File: src/rtl/uart_rx_fifo.sv
// 8N1 UART receiver: two-flop rx synchroniser, mid-bit sampling FSM and a small byte FIFO
// with sticky framing-error and overrun flags.
module uart_rx_fifo #(
  parameter int unsigned CLKS_PER_BIT = 208,
  parameter int unsigned FIFO_DEPTH   = 4
) (
  input  logic       clk,
  input  logic       power_on_reset,
  input  logic       rx,
  input  logic       rd,
  output logic [7:0] data,
  output logic       valid,
  output logic       framing_error,
  output logic       overrun,
  input  logic       clr_err
);

  localparam int unsigned CNT_W  = $clog2(CLKS_PER_BIT);
  localparam int unsigned PTR_W  = $clog2(FIFO_DEPTH);
  localparam int unsigned FCNT_W = PTR_W + 1;

  localparam logic [CNT_W-1:0]  HALF_RELOAD = CNT_W'(CLKS_PER_BIT / 2 - 1);
  localparam logic [CNT_W-1:0]  BIT_RELOAD  = CNT_W'(CLKS_PER_BIT - 1);
  localparam logic [FCNT_W-1:0] DEPTH_C     = FCNT_W'(FIFO_DEPTH);

  typedef enum logic [2:0] {
    S_IDLE,
    S_START,
    S_DATA,
    S_STOP,
    S_BREAK
  } state_e;

  logic                           rx_meta_q, rxs_q;
  state_e                         state_q, state_d;
  logic [CNT_W-1:0]               cnt_q, cnt_d;
  logic [2:0]                     bit_idx_q, bit_idx_d;
  logic [7:0]                     shift_q, shift_d;
  logic [FIFO_DEPTH-1:0][7:0]     mem_q, mem_d;
  logic [PTR_W-1:0]               wr_ptr_q, wr_ptr_d;
  logic [PTR_W-1:0]               rd_ptr_q, rd_ptr_d;
  logic [FCNT_W-1:0]              count_q, count_d;
  logic                           fe_q, fe_d;
  logic                           ov_q, ov_d;

  logic stop_ok;
  logic fe_set;
  logic full;
  logic pop;
  logic push;
  logic ov_set;

  // State registers, including the rx synchroniser (resets to idle-high)
  always_ff @(posedge clk) begin
    if (power_on_reset) begin
      rx_meta_q <= 1'b1;
      rxs_q     <= 1'b1;
      state_q   <= S_IDLE;
      cnt_q     <= '0;
      bit_idx_q <= '0;
      shift_q   <= '0;
      mem_q     <= '0;
      wr_ptr_q  <= '0;
      rd_ptr_q  <= '0;
      count_q   <= '0;
      fe_q      <= 1'b0;
      ov_q      <= 1'b0;
    end else begin
      rx_meta_q <= rx;
      rxs_q     <= rx_meta_q;
      state_q   <= state_d;
      cnt_q     <= cnt_d;
      bit_idx_q <= bit_idx_d;
      shift_q   <= shift_d;
      mem_q     <= mem_d;
      wr_ptr_q  <= wr_ptr_d;
      rd_ptr_q  <= rd_ptr_d;
      count_q   <= count_d;
      fe_q      <= fe_d;
      ov_q      <= ov_d;
    end
  end

  // Receive FSM: every decision is taken when the baud counter hits zero (mid-bit)
  always_comb begin
    state_d   = state_q;
    cnt_d     = cnt_q;
    bit_idx_d = bit_idx_q;
    shift_d   = shift_q;
    stop_ok   = 1'b0;
    fe_set    = 1'b0;
    unique case (state_q)
      S_IDLE: begin
        if (!rxs_q) begin
          state_d = S_START;
          cnt_d   = HALF_RELOAD;
        end
      end
      S_START: begin
        if (cnt_q != '0) begin
          cnt_d = cnt_q - CNT_W'(1);
        end else if (rxs_q) begin
          state_d = S_IDLE;
        end else begin
          state_d   = S_DATA;
          bit_idx_d = '0;
          cnt_d     = BIT_RELOAD;
        end
      end
      S_DATA: begin
        if (cnt_q != '0) begin
          cnt_d = cnt_q - CNT_W'(1);
        end else begin
          shift_d   = {rxs_q, shift_q[7:1]};
          cnt_d     = BIT_RELOAD;
          bit_idx_d = bit_idx_q + 3'd1;
          if (bit_idx_q == 3'd7) begin
            state_d = S_STOP;
          end
        end
      end
      S_STOP: begin
        if (cnt_q != '0) begin
          cnt_d = cnt_q - CNT_W'(1);
        end else if (rxs_q) begin
          stop_ok = 1'b1;
          state_d = S_IDLE;
        end else begin
          fe_set  = 1'b1;
          state_d = S_BREAK;
        end
      end
      S_BREAK: begin
        // Hold here while the line stays low so a break yields one error, not many frames
        if (rxs_q) begin
          state_d = S_IDLE;
        end
      end
      default: begin
        state_d = S_IDLE;
      end
    endcase
  end

  // FIFO: a same-cycle pop frees the slot a push into a full buffer needs
  always_comb begin
    full     = (count_q == DEPTH_C);
    pop      = rd && (count_q != '0);
    push     = stop_ok && (!full || pop);
    ov_set   = stop_ok && full && !pop;
    mem_d    = mem_q;
    wr_ptr_d = wr_ptr_q;
    rd_ptr_d = rd_ptr_q;
    count_d  = count_q;
    if (push) begin
      mem_d[wr_ptr_q] = shift_q;
      wr_ptr_d        = wr_ptr_q + PTR_W'(1);
    end
    if (pop) begin
      rd_ptr_d = rd_ptr_q + PTR_W'(1);
    end
    if (push && !pop) begin
      count_d = count_q + FCNT_W'(1);
    end else if (pop && !push) begin
      count_d = count_q - FCNT_W'(1);
    end
  end

  // Sticky flags: a set event in the same cycle as clr_err wins
  always_comb begin
    fe_d = fe_set || (fe_q && !clr_err);
    ov_d = ov_set || (ov_q && !clr_err);
  end

  assign data          = mem_q[rd_ptr_q];
  assign valid         = (count_q != '0);
  assign framing_error = fe_q;
  assign overrun       = ov_q;

endmodule

File: config.mk
export PLATFORM = sky130hd
export DESIGN_NAME = uart_rx_fifo
export DESIGN_NICKNAME = d
export VERILOG_FILES = /design/src/rtl/uart_rx_fifo.sv
export SDC_FILE = /design/constraint.sdc
export NUM_CORES = 1
export LEC_CHECK = 0
export ABC_AREA = 0
export BUFFER_PORTS_ARGS = -buffer_cell sky130_fd_sc_hd__buf_2
export CORE_MARGIN = 3
export CORE_UTILIZATION = 60
export CTS_CLUSTER_SIZE = 28
export DETAILED_ROUTE_END_ITERATION = 8
export PLACE_DENSITY = 0.84
export SYNTH_ARGS = -nofsm -noshare
export SYNTH_HDL_FRONTEND = slang
export SYNTH_SLANG_ARGS = --single-unit
File: constraint.sdc
create_clock -name clk -period 3.05 [get_ports clk]
set_input_delay 0.305 -clock clk [delete_from_list [all_inputs] [get_ports clk]]
set_output_delay 0.305 -clock clk [all_outputs]
set_load 0.1 [all_outputs]
==> results of run 1 <==
## where the power goes
group / switching, W / internal, W
sequential: 0.0000704 / 0.000886
combinational: 0.000276 / 0.000165
clock: 0.000340 / 0.000459
total: 0.000687 / 0.00151
## synthesized netlist by cell type, types with 2 or more instances
| cell type | n |
|---|---|
| a2111oi_0 | 2 |
| ha_1 | 8 |
| o21ai_0 | 9 |
| nor4b_1 | 2 |
| a211oi_1 | 3 |
| or2_2 | 2 |
| inv_1 | 10 |
| or4_1 | 2 |
| a21oi_1 | 11 |
| nand3_2 | 3 |
| clkbuf_1 | 17 |
| xnor2_1 | 2 |
| nand2b_1 | 44 |
| dfxtp_1 | 65 |
| mux4_2 | 8 |
| nor3b_1 | 2 |
| a221oi_1 | 2 |
| nand3_1 | 5 |
| o31ai_1 | 2 |
| or3_1 | 4 |
| nand2_1 | 8 |
| mux2i_1 | 42 |
| nor3_1 | 3 |
| xor2_1 | 4 |
| nor2_1 | 21 |
| nand4_1 | 4 |
## routing by layer
layer	track usage	up-vias
met5	0	-
met4	0.0927	0
met2	0.376	38
li1	-	1135
met1	0.281	1112
met3	0.0528	9
## registers in the layout, summed over array words and instances (netlist names)
signal and count:
mem_q 32, cnt_q 8, shift_q 8, bit_idx_q 3, count_q 3, state_q 3
rd_ptr_q 2, wr_ptr_q 2, framing_error 1, overrun 1, rx_meta_q 1, rxs_q 1
## worst max-delay path by stage
stage                            end  slack [ns]  depth (start not counted)
after floorplan           count_q[2]        0.30                         11
after global placement    count_q[2]        0.53                         11
after detailed placement  count_q[2]        0.42                         11
after CTS                 count_q[2]        0.37                         11
after global routing      count_q[2]        0.12                         11
final                     count_q[2]        0.36                         11
## logic make-up (layout without fill, tap and decap cells)
logic type | count (synthesis) | after routing | share of synthesized area
adders and majority gates | 9 | 9 | 0.0384
xor gates and xnor gates | 6 | 6 | 0.0168
muxes | 50 | 50 | 0.192
DFF | 65 | 65 | 0.416
and+or+nand+nor | 110 | 110 | 0.212
AOI/OAI and AO/OA | 42 | 42 | 0.0900
buffers and inverters | 28 | 46 | 0.0348
## layout make-up
type                       instances  area [µm²]
timing repair buffer              20         113
inverter                          10        37.5
clock buffer                       9         124
sequential                        65        1300
fill                             378        1410
multi-input combinational        217        1720
clock inverter                     7        95.1
tap                               67        83.8
## critical path, cell delays in order, from the launching register on
cell,delay [ns]
dfxtp_1,0.33
inv_1,0.10
ha_1,0.21
nor3b_1,0.27
nand3_1,0.27
nor2_1,0.18
ha_1,0.20
inv_1,0.06
fa_1,0.38
xor2_1,0.18
or3_1,0.30
a21oi_1,0.14
## metrics by stage
step | instances | hold slack, ns | power (W) | utilization | cell area (µm²)
global placement | 379 | 0.394 | 0.00140 | 0.667 | 3250
detailed placement | 379 | 0.402 | 0.00141 | 0.667 | 3250
floorplan | 310 | 0.389 | 0.00132 | - | 3130
global route | 395 | 0.133 | 0.00229 | 0.712 | 3470
CTS | 395 | 0.126 | 0.00221 | 0.712 | 3470
finish | 395 | 0.131 | 0.00220 | 0.712 | 3470
## cell usage in the layout (no fill, tap or decap), types with 2 or more instances in the layout
cell,n
xor2_1,4
clkinv_2,2
or3_1,4
a211oi_1,3
a2111oi_0,2
buf_2,15
nand3_1,5
nand2b_1,44
clkbuf_8,9
dfxtp_1,65
nor4b_1,2
o31ai_1,2
xnor2_1,2
nand4_1,4
nor3_1,3
mux2i_1,42
o21ai_0,9
buf_4,5
clkinv_4,2
inv_1,10
a221oi_1,2
nor3b_1,2
nor2_1,21
mux4_2,8
bufinv_16,2
ha_1,8
or2_2,2
nand2_1,8
or4_1,2
nand3_2,3
a21oi_1,11
==> reports/qor.txt, run 1 <==
Number of iterations in the first detailed-routing pass: 5
Critical Path Source: cnt_q[0]
Vias in the first global route: 2281
Synth area leaders: dfxtp_1 (42%), mux2i_1 (13%), nand2b_1 (8.8%)
Fin crit share: 0.883
Slack of the critical path: 0.357 ns
Worst-path maximum fanout: 7
WHS Endpoint: rx_meta_q
Final-report setup violation count: 0
Num CTS Buffers: 9
N_diodes: 0
Synthesized instance count: 310
Syn avg cell area: 10.1 µm²
Slew margin rel.: 0.563
Setup crit start kind: flop
Buffer count from post-CTS setup fixing: 0
DR WL met3: 229 µm
Worst setup EP type: flop
Die Wd: 78.2 µm
Yosys reg bits: 65
Distinct cells, synth: 51
Clock skew: 0.00905 ns
Hold path start: rx
FF-to-FF setup slack: 0.36 ns
Synthesized cell area: 0.00313 mm²
Core footprint: 0.00488 mm²
Synth Flop Type: dfxtp_1
Final HPWL DP: 4.14 mm
Die height: 78.2 µm
Pin count of the biggest net entering global routing: 49
Reg-to-Reg Start: cnt_q[0]
PwrDens: 633 mW/mm²
Syn_nets: 324
Unrepaired setup endpoints after global routing: no
CTS tree: built
Worst Path Arrival: 2.97 ns
Final GP Congestion: 0.854
FP Rows: 25
Max-slew violation count: 0
Seq/Total Area, Yosys: 0.416
Warnings from Yosys: 0
Top-area cell type share of the netlist area: 0.416
Min cycle time layout: 2.69 ns
Ports: 16
Buffers on Ports: 15
NumNets Final: 337
Routed WL: 6.23 mm
Final routed DRC violation total: 0
All-layer global routing usage: 0.225
Avg WL per Cell: 15.8 µm
Place WS: 0.423 ns
Fin. Hold Viols: 0
Initial Util: 0.641
Crit path kind: flop to flop
Static leakage: 1.48 nW
Global-route wire length before repair: 10.7 mm
Status: finished, final reports clean
Clk buf depth: 2
Iteration-0 DRC Markers: 132
Fraction of registers with async set/reset: 0
Post-CTS Resized: 0
Slew of the pin with the lowest slew margin: 0.648 ns
Clk sinks: 65
Root Buffer: clkbuf_8
Synth-to-Final Area Change: 11.0%
M1 WL: 2.96 mm
DRT antenna net count: 0
EDFF count, synth: 0
DR vias/cell: 5.81
Peak supply drop: 0.000739 V
Hold crit path type: primary input to flop
Share of post-route cells with drive strength above 1: 0.162
H-tree levels: 3
Total gr overflow: 0
Post-CTS Hold Buffers: 0
Worst Path Required: 3.32 ns
Hold Crit Depth: 2
Worst-skew pair later-pin latency: 0.35 ns
Vias: 2294
Post-synth top area cell: dfxtp_1
F_max: 0.371 GHz
Worst reg2reg path depth: 11
Max Used Layer: met4
Max_cap viols: 0
Worst flop-to-flop path endpoint: count_q[2]
WL met2: 2.95 mm
Die area: 0.00612 mm²
Setup TNS: 0 ns
CTS clock-pin slew for the worst setup and hold paths: 0.08 ns
Initial antenna violation count: 0
Note: power is estimated with default switching activity, not from simulation.
==> run 2: changes to the inputs <==
- RECOVER_POWER: default -> 50
==> run 2 against run 1 <==
  * Flip-flop and latch count unchanged
  * Die area did not move
  * The run now ends with max-capacitance violations, max-slew violations left
  * Wire length up 0.35%
==> reports/qor.txt, run 2 (same netlist as run 1, synthesis figures left out) <==
Ports: 16 (unchanged)
Pin count of the biggest net entering global routing: 49 (unchanged)
Worst-path maximum fanout: 8 (was 7)
Top reg by flops: mem_q (unchanged)
Hold crit path type: primary input to flop (unchanged)
Clk sinks: 65 (unchanged)
Final HPWL DP: 4.14 mm (unchanged)
Max_cap viols: 1 (was 0)
Initial Util: 0.641 (unchanged)
Static leakage: 1.45 nW (was 1.48 nW)
All-layer global routing usage: 0.225 (unchanged)
PwrDens: 635 mW/mm² (was 633 mW/mm²)
Status: finished with violations (was finished, final reports clean)
Failing checks: max-capacitance violations, max-slew violations
Met3 usage: 0.0528 (unchanged)
Clk buf depth: 2 (unchanged)
Fin. Hold Viols: 0 (unchanged)
Core Util, Final: 0.703 (was 0.712)
Final GP Congestion: 0.854 (unchanged)
Number of flip-flops in the largest register: 32 (unchanged)
Synth-to-Final Area Change: 9.64% (was 11.0%)
Worst-skew pair later-pin latency: 0.35 ns (about the same)
Setup crit start kind: flop (unchanged)
Worst Path Required: 3.31 ns (was 3.32 ns)
Die Wd: 78.2 µm (unchanged)
Hold Crit Depth: 2 (unchanged)
Initial antenna violation count: 0 (unchanged)
Fin crit share: 0.890 (was 0.883)
DRT antenna net count: 0 (unchanged)
Max-slew violation count: 49 (was 0)
Final routed DRC violation total: 0 (unchanged)
N_diodes: 0 (unchanged)
Final-report setup violation count: 0 (unchanged)
Die height: 78.2 µm (unchanged)
Peak supply drop: 0.000718 V (was 0.000739 V)
Iteration-0 DRC Markers: 109 (was 132)
Share of post-route cells with drive strength above 1: 0.131 (was 0.162)
Global-route track usage on met1: 0.281 (unchanged)
CTS tree: built (unchanged)
Unrepaired setup endpoints after global routing: no (unchanged)
Worst reg2reg path depth: 6 (was 11)
Global-route wire length before repair: 10.7 mm (unchanged)
Slew margin rel.: -0.0559 (was 0.563)
Crit path kind: flop to flop (unchanged)
Routed WL: 6.25 mm (was 6.23 mm)
Post-CTS Hold Buffers: 0 (unchanged)
Vias in the first global route: 2281 (unchanged)
Fin Hold WS: 0.134 ns (was 0.131 ns)
Root Buffer: clkbuf_8 (unchanged)
Worst setup EP type: flop (unchanged)
Buffers on Ports: 15 (unchanged)
M2 GR Usage: 0.376 (unchanged)
Buffer count from post-CTS setup fixing: 0 (unchanged)
Setup TNS: 0 ns (unchanged)
Min cycle time layout: 2.71 ns (was 2.69 ns)
Commonest non-fill, non-tap cell in the layout: dfxtp_1 (unchanged)
H-tree levels: 3 (unchanged)
Worst Path Arrival: 2.97 ns (about the same)
Avg WL per Cell: 15.8 µm (about the same)
Most frequent cells in the layout: dfxtp_1 (65), nand2b_1 (44), mux2i_1 (42) (unchanged)
Post-CTS Resized: 0 (unchanged)
Number of iterations in the first detailed-routing pass: 5 (unchanged)
F_max: 0.369 GHz (was 0.371 GHz)
Die area: 0.00612 mm² (unchanged)
Num CTS Buffers: 9 (unchanged)
Slew of the pin with the lowest slew margin: 1.58 ns (was 0.648 ns)
DR vias/cell: 5.82 (was 5.81)
NumNets Final: 337 (unchanged)
CTS clock-pin slew for the worst setup and hold paths: 0.07 ns (was 0.08 ns)
Total gr overflow: 0 (unchanged)
Busiest layer in global routing: met2 (unchanged)
Vias: 2299 (was 2294)
Core footprint: 0.00488 mm² (unchanged)
FP Rows: 25 (unchanged)
Top Registers: mem_q (32), cnt_q (8), shift_q (8) (unchanged)
Clock skew: 0.00857 ns (was 0.00905 ns)
## run 2: changes by cell type in the layout (fill, tap and decap cells not counted)
cell	previous run	this run
buf_2	15	11
nor4b_1	2	3
buf_4	5	3
nand3_2	3	0
clkbuf_1	0	6
nand3_1	5	8
nor4b_4	1	0
## run 2: final timing paths
| kind | from | endpoint | slack, ns |
|---|---|---|---|
| min | rx | rx_meta_q | 0.13 |
| max | cnt_q[0] | mem_q[8] | 0.34 |
| max reg2reg | cnt_q[0] | mem_q[8] | 0.34 |
| min reg2reg | rx_meta_q | rxs_q | 0.42 |
## run 2: cell type report
cell class	count	area, µm²
Multi-Input combinational cell	217	1690
Fill cell	388	1450
Sequential cell	65	1300
Clock buffer	9	124
Timing Repair Buffer	20	100
Clock inverter	7	95.1
Tap cell	67	83.8
Inverter	10	37.5
## run 2: routing by layer
layer | wire length (µm) | up-vias
li1 | - | 1136
met1 | 2980 | 1106
met3 | 260 | 10
met4 | 98 | 0
met2 | 2910 | 47
met5 | 0 | -
## run 2: power breakdown
part	internal, W	switching (W)
Clock	0.000459	0.000341
Combinational	0.000152	0.000269
Sequential	0.000886	0.0000705
Total	0.00150	0.000681
## run 2: worst max-delay path, cell delays in order, from the launching register on
cell     delay (ns)
dfxtp_1        0.33
inv_1          0.10
ha_1           0.21
or3b_1         0.47
nor4b_1        0.57
nand3_1        0.60
mux2i_1        0.35
## run 2: through the flow
| step | power [W] | instances | instance area [µm²] | worst slack (ns) |
|---|---|---|---|---|
| floorplan | 0.00132 | 310 | 3130 | 0.296 |
| global placement | 0.00140 | 379 | 3250 | 0.534 |
| detailed placement | 0.00141 | 379 | 3250 | 0.423 |
| CTS | 0.00221 | 395 | 3470 | 0.375 |
| global route | 0.00227 | 395 | 3430 | 0.115 |
| finish | 0.00218 | 395 | 3430 | 0.336 |
